**src/rtl/instr_fetch.sv**
```systemverilog
// Fetch unit: walks the PC over a combinational instruction memory into a 2-entry buffer.
// Entry visible one cycle after fetch; fetch stalls only when full and not draining.
module instr_fetch #(
  parameter int                ADDR_W    = 16,
  parameter int                INSTR_W   = 16,
  parameter logic [ADDR_W-1:0] RESET_PC  = '0,
  parameter int                MEM_BYTES = 1024
) (
  input  logic               clk,
  input  logic               reset,
  output logic [ADDR_W-1:0]  imem_addr,
  input  logic [INSTR_W-1:0] imem_instr,
  input  logic               redirect_valid,
  input  logic [ADDR_W-1:0]  redirect_pc,
  output logic               out_valid,
  input  logic               out_ready,
  output logic [INSTR_W-1:0] out_instr,
  output logic [ADDR_W-1:0]  out_pc,
  output logic               fault,
  output logic [ADDR_W-1:0]  fault_pc
);

  typedef enum logic {RUN, STOP} state_t;

  state_t              state;
  state_t              state_nxt;
  logic [ADDR_W-1:0]   pc;
  logic [1:0]          count;
  logic                rd_ptr;
  logic                wr_ptr;
  logic [ADDR_W-1:0]   pc_buf  [2];
  logic [INSTR_W-1:0]  ins_buf [2];
  logic [ADDR_W:0]     pc_last;
  logic                pc_bad;
  logic                deq;
  logic                enq;

  // One extra bit so pc + 3 cannot wrap back into range.
  assign pc_last = {1'b0, pc} + (ADDR_W+1)'(3);
  assign pc_bad  = (pc[1:0] != 2'b00) || (pc_last >= (ADDR_W+1)'(MEM_BYTES));

  assign out_valid = (count != 2'd0);
  assign deq       = out_valid && out_ready;
  assign out_instr = ins_buf[rd_ptr];
  assign out_pc    = pc_buf[rd_ptr];

  always_ff @(posedge clk) begin
    if (reset) state <= RUN;
    else       state <= state_nxt;
  end

  always_comb begin
    state_nxt = state;
    if (redirect_valid)
      state_nxt = RUN;
    else if (state == RUN && pc_bad)
      state_nxt = STOP;
  end

  always_comb begin
    imem_addr = '0;
    fault     = 1'b0;
    enq       = 1'b0;
    if (state == RUN) begin
      imem_addr = pc;
      enq       = !pc_bad && !redirect_valid && (count < 2'd2 || deq);
    end else begin
      fault = 1'b1;
    end
  end

  always_ff @(posedge clk) begin
    if (reset) begin
      pc         <= RESET_PC;
      count      <= 2'd0;
      rd_ptr     <= 1'b0;
      wr_ptr     <= 1'b0;
      fault_pc   <= '0;
      pc_buf[0]  <= '0;
      pc_buf[1]  <= '0;
      ins_buf[0] <= '0;
      ins_buf[1] <= '0;
    end else if (redirect_valid) begin
      // A same-cycle head handshake is consumed; everything else is flushed.
      pc     <= redirect_pc;
      count  <= 2'd0;
      rd_ptr <= 1'b0;
      wr_ptr <= 1'b0;
    end else begin
      if (enq) begin
        pc_buf[wr_ptr]  <= pc;
        ins_buf[wr_ptr] <= imem_instr;
        wr_ptr          <= ~wr_ptr;
        pc              <= pc + ADDR_W'(4);
      end
      if (deq)
        rd_ptr <= ~rd_ptr;
      case ({enq, deq})
        2'b10:   count <= count + 2'd1;
        2'b01:   count <= count - 2'd1;
        default: count <= count;
      endcase
      if (state == RUN && pc_bad)
        fault_pc <= pc;
    end
  end

endmodule

```
**config.mk**
```make
export PLATFORM = sky130hd
export DESIGN_NAME = instr_fetch
export DESIGN_NICKNAME = d
export VERILOG_FILES = /design/src/rtl/instr_fetch.sv
export SDC_FILE = /design/constraint.sdc
export NUM_CORES = 1
export LEC_CHECK = 0
export ABC_AREA = 0
export CAP_MARGIN = 30
export CORE_MARGIN = 5
export CORE_UTILIZATION = 40
export CTS_BUF_LIST = sky130_fd_sc_hd__clkbuf_4 sky130_fd_sc_hd__clkbuf_8 sky130_fd_sc_hd__clkbuf_16
export DETAILED_ROUTE_END_ITERATION = 10
export DONT_BUFFER_PORTS = 1
export SETUP_SLACK_MARGIN = 0.5
export SLEW_MARGIN = 20
export SYNTH_ARGS = -nofsm -noshare
export SYNTH_HDL_FRONTEND = slang
export SYNTH_SLANG_ARGS = --single-unit
```
**constraint.sdc**
```tcl
create_clock -name clk -period 5.35 [get_ports clk]
set_input_delay 1.605 -clock clk [delete_from_list [all_inputs] [get_ports clk]]
set_output_delay 1.605 -clock clk [all_outputs]
set_load 0.1 [all_outputs]
```
After elaboration in Yosys (flattened, before gate mapping) --
Memory sizes are Yosys's and may differ from the RTL's. A register that Yosys moved wholly into a read port is not among the register bits. Cells that the tools add are included.
Operators by class: $add $sub $neg 4, $lt $le $gt $ge 2, equality and inequality tests 2, muxes and demuxes 22, bitwise gates (word level) 4, reduce and logical (&&, ||, !) cells 16
Operators with widths (number):
- $mux 16 | 5
- $reduce_or 16->1 | 2
- $add 16x2->17 const B | 1
- $ge 17x11->1 const B | 1
- $add 16x3->16 const B | 1
- $mux 1 | 16
- $reduce_bool 2->1 | 4
- $logic_and 1x1->1 | 4
- $not 1->1 | 4
- $pmux 2 s2 | 1
- $add 2x1->2 const B | 1
- $eq 2x1->1 const B | 1
- $eq 2x2->1 const B | 1
- $logic_not 1->1 | 2
- $logic_or 1x1->1 | 2
- $lt 2x2->1 const B | 1
- $reduce_and 2->1 | 1
- $reduce_or 2->1 | 1
- $sub 2x1->2 const B | 1
Storage, ports and cells: bits in registers 37, RAM bits 64, bits of input ports 36, output and inout bits 66, word-level logic and storage cells 58, memories kept 2
Memories:
- ins_buf | depth 2, width 16, rd ports 1, clocked after memory_dff 1, write ports 2, RTL line 32 | logic [INSTR_W-1:0] ins_buf [2];
- pc_buf | depth 2, width 16, rd ports 1, clocked after memory_dff 1, write ports 2, RTL line 31 | logic [ADDR_W-1:0] pc_buf [2];

Depth between registers and ports, before layout --
depth in word-level cells 13, mapped depth 9

Least setup slack after synthesis --
OpenSTA, ideal clock, no wires.
kind input to register, start input out_ready, end memory ins_buf[0][0] (enable), setup time 428 ps, data arrival time 4056 ps, required time 4922 ps, slack 866 ps, stages 4, path through nor2b_1 nor4_2 nand2_1 o21bai_1
RTL lines:
- start, declared | RTL line 16 | input logic out_ready,
- end, declared | RTL line 32

==> metrics <==
unrepaired setup endpoints after global routing no; WL final 8.93 mm; die width 114 µm; Critical Path AT 3510 ps; Slowest cell on crit path nor4_2; Slew headroom 34.4%; synthesized flop and latch total 102; commonest cells after routing, fill and taps aside edfxtp_1 (64), and2_1 (44), dfxtp_1 (37); Final Max Tran Viols 0; Layout area overhead 17.1%; Final setup viols 0; Die Y 114 µm; Worst Setup End Kind flop; CP required 5420 ps; sequential share of the synthesized area 61.5%; Slew @ Worst Pin 982 ps; Worst-Skew Late Latency 360 ps; number of routed nets with antenna violations 0; drt initial violations 80; Warnings, synthesis 0; die area 13,100 µm²; status completed; largest net degree at the start of global routing 44; worst hold stages 2; vias in the first global route 2,773; Total GRT Usage 14.2%; Tmin final 3450 ps; CTS tree built; P per Cell Area 341 nW/µm²; Critical Path Source Type input port; leading cell type in the layout, fill and taps excluded edfxtp_1; Cell Count, Final, Fillers Out 526; Syn Area/Cell 12.3 µm²; Sink Count 102; Vias 2,702; nets 419; DRC Markers 0; worst path cell trace nor2b_1, nor4_2, nand2_1, o21bai_4, buf_16; row cnt 38; kind of critical path input port to flop; WP buf/inv 1; CP delay by family, top simple AND/OR/NAND/NOR gates; DP HPWL 6.10 mm; Synth cell types 38; # diodes 0; Crit Path Max Fanout 23; clk_skew 15.4 ps; Async SR Flop Fraction 0%; total global routing overflow 0; number of fill cells in the layout 1,001; clock buffer depth 2; Starting Density 40.6%; Clk pin slew, worst setup/hold paths 110 ps; Post-synth EDFFs 64; post-synth top area share 44.0%; MaxCap Viol Count 0; post-synthesis cell area 4360 µm²; HP Class flop to flop; Synth Instances 355; H-Tree Depth 3; Routability Congestion 0.820; Max IR drop VDD 0.171 mV; I/O pin total 102; clk root buf clkbuf_8; area leader, netlist edfxtp_1; CP peak stage delay 820 ps; core area 10,700 µm²; reg2reg path depth 5; CTS buffer count 9; cts repair resizes 0; via/cell ratio 5.14; drt wl/cell 17.0 µm; initial antenna violation count 0; setup bufs post-CTS 0; Max Clk Rate 0.290 GHz; final hold violation count 0; Hold Buf Count CTS 0; Crit. path cell count 5; share of layout cells above drive strength 1 25.4%; 1st-pass router iterations 6; setup TNS 0 ps; global-route wire length before repair 14.6 mm; dpl cells 508; top cells by area, synth edfxtp_1 (44%), dfxtp_1 (17%), mux2_2 (8.3%); ys flop type edfxtp_1; I/O Buffers 0; Worst Hold Margin 482 ps; Leak Pwr 1.91 nW; period utilization 64.4%
## layer usage
metal | up-vias | track usage (%) | part of all wire (%)
met4 | 0 | 4.04 | 0.85
met2 | 95 | 22.8 | 48
met5 | - | 0 | 0
li1 | 1307 | - | -
met1 | 1293 | 17.7 | 43
met3 | 7 | 5.87 | 8.6
## cells by family after synthesis
group / Yosys count / synth area share, %
simple gates: 141 / 17.7
flops: 102 / 61.5
mux: 50 / 12.4
buf+inv: 28 / 2.52
compound gates: 25 / 4.07
xor+xnor: 6 / 1.20
fa+ha+maj: 2 / 0.573
other cells: 1 / 0.0859
## registers in the layout, summed over array words and instances, names as in the netlist, named ones only
name / count
fault_pc: 16
state: 1
rd_ptr: 1
pc: 16
pc_buf: 32
count: 2
wr_ptr: 1
ins_buf: 32
## path summary, 6_finish.rpt
check	startpoint	to	slack [ps]
min	pc[10]	fault_pc[10]	480
min reg2reg	pc[10]	fault_pc[10]	480
max	out_ready	ins_buf[1][11]	1900
max reg2reg	pc[1]	ins_buf[1][11]	2280
## stage by stage
stage | util, % | total power, W | setup slack, ps | cell area, µm²
6_report | 47.6 | 0.00175 | 1900 | 5110
5_1_grt | 47.6 | 0.00182 | 1750 | 5110
4_1_cts | 47.1 | 0.00176 | 1620 | 5060
3_5_place_dp | 45.4 | 0.00131 | 1220 | 4880
3_3_place_gp | 42.7 | 0.00128 | 1360 | 4590
2_1_floorplan | - | 0.00125 | 866 | 4420
## power by group
| group | switching [W] | total [W] | internal (W) |
|---|---|---|---|
| Clock | 0.000273 | 0.000448 | 0.000175 |
| Combinational | 0.000272 | 0.000353 | 0.0000810 |
| Sequential | 0.0000654 | 0.000944 | 0.000879 |
## synthesized netlist by cell type (3+ instances only)
library cell / number
a21oi_1: 7
a311oi_1: 5
and2_1: 44
buf_1: 4
clkbuf_1: 15
dfxtp_1: 38
edfxtp_1: 64
inv_1: 4
mux2_2: 32
mux2i_1: 18
nand2_1: 19
nand3_1: 3
nand4_1: 4
nor2_1: 29
nor2b_1: 14
nor3_1: 8
nor4_1: 9
o21bai_1: 3
or4_1: 4
xnor2_1: 5
## final cells by class
class,count,area (µm²),area share [%]
tap,140,175,3.43
timing repair buffer,23,353,6.90
multi-input combinational,240,1700,33.3
clock buffer,9,124,2.42
sequential,102,2680,52.5
inverter,5,18.8,0.367
clock inverter,7,57.6,1.13
## tightest hold or removal path, stage by stage, from the launching register on
cell and delay [ps]:
dfxtp_1 340, nand2_1 70, a21oi_1 50
Note: power is estimated with default switching activity, not from simulation.
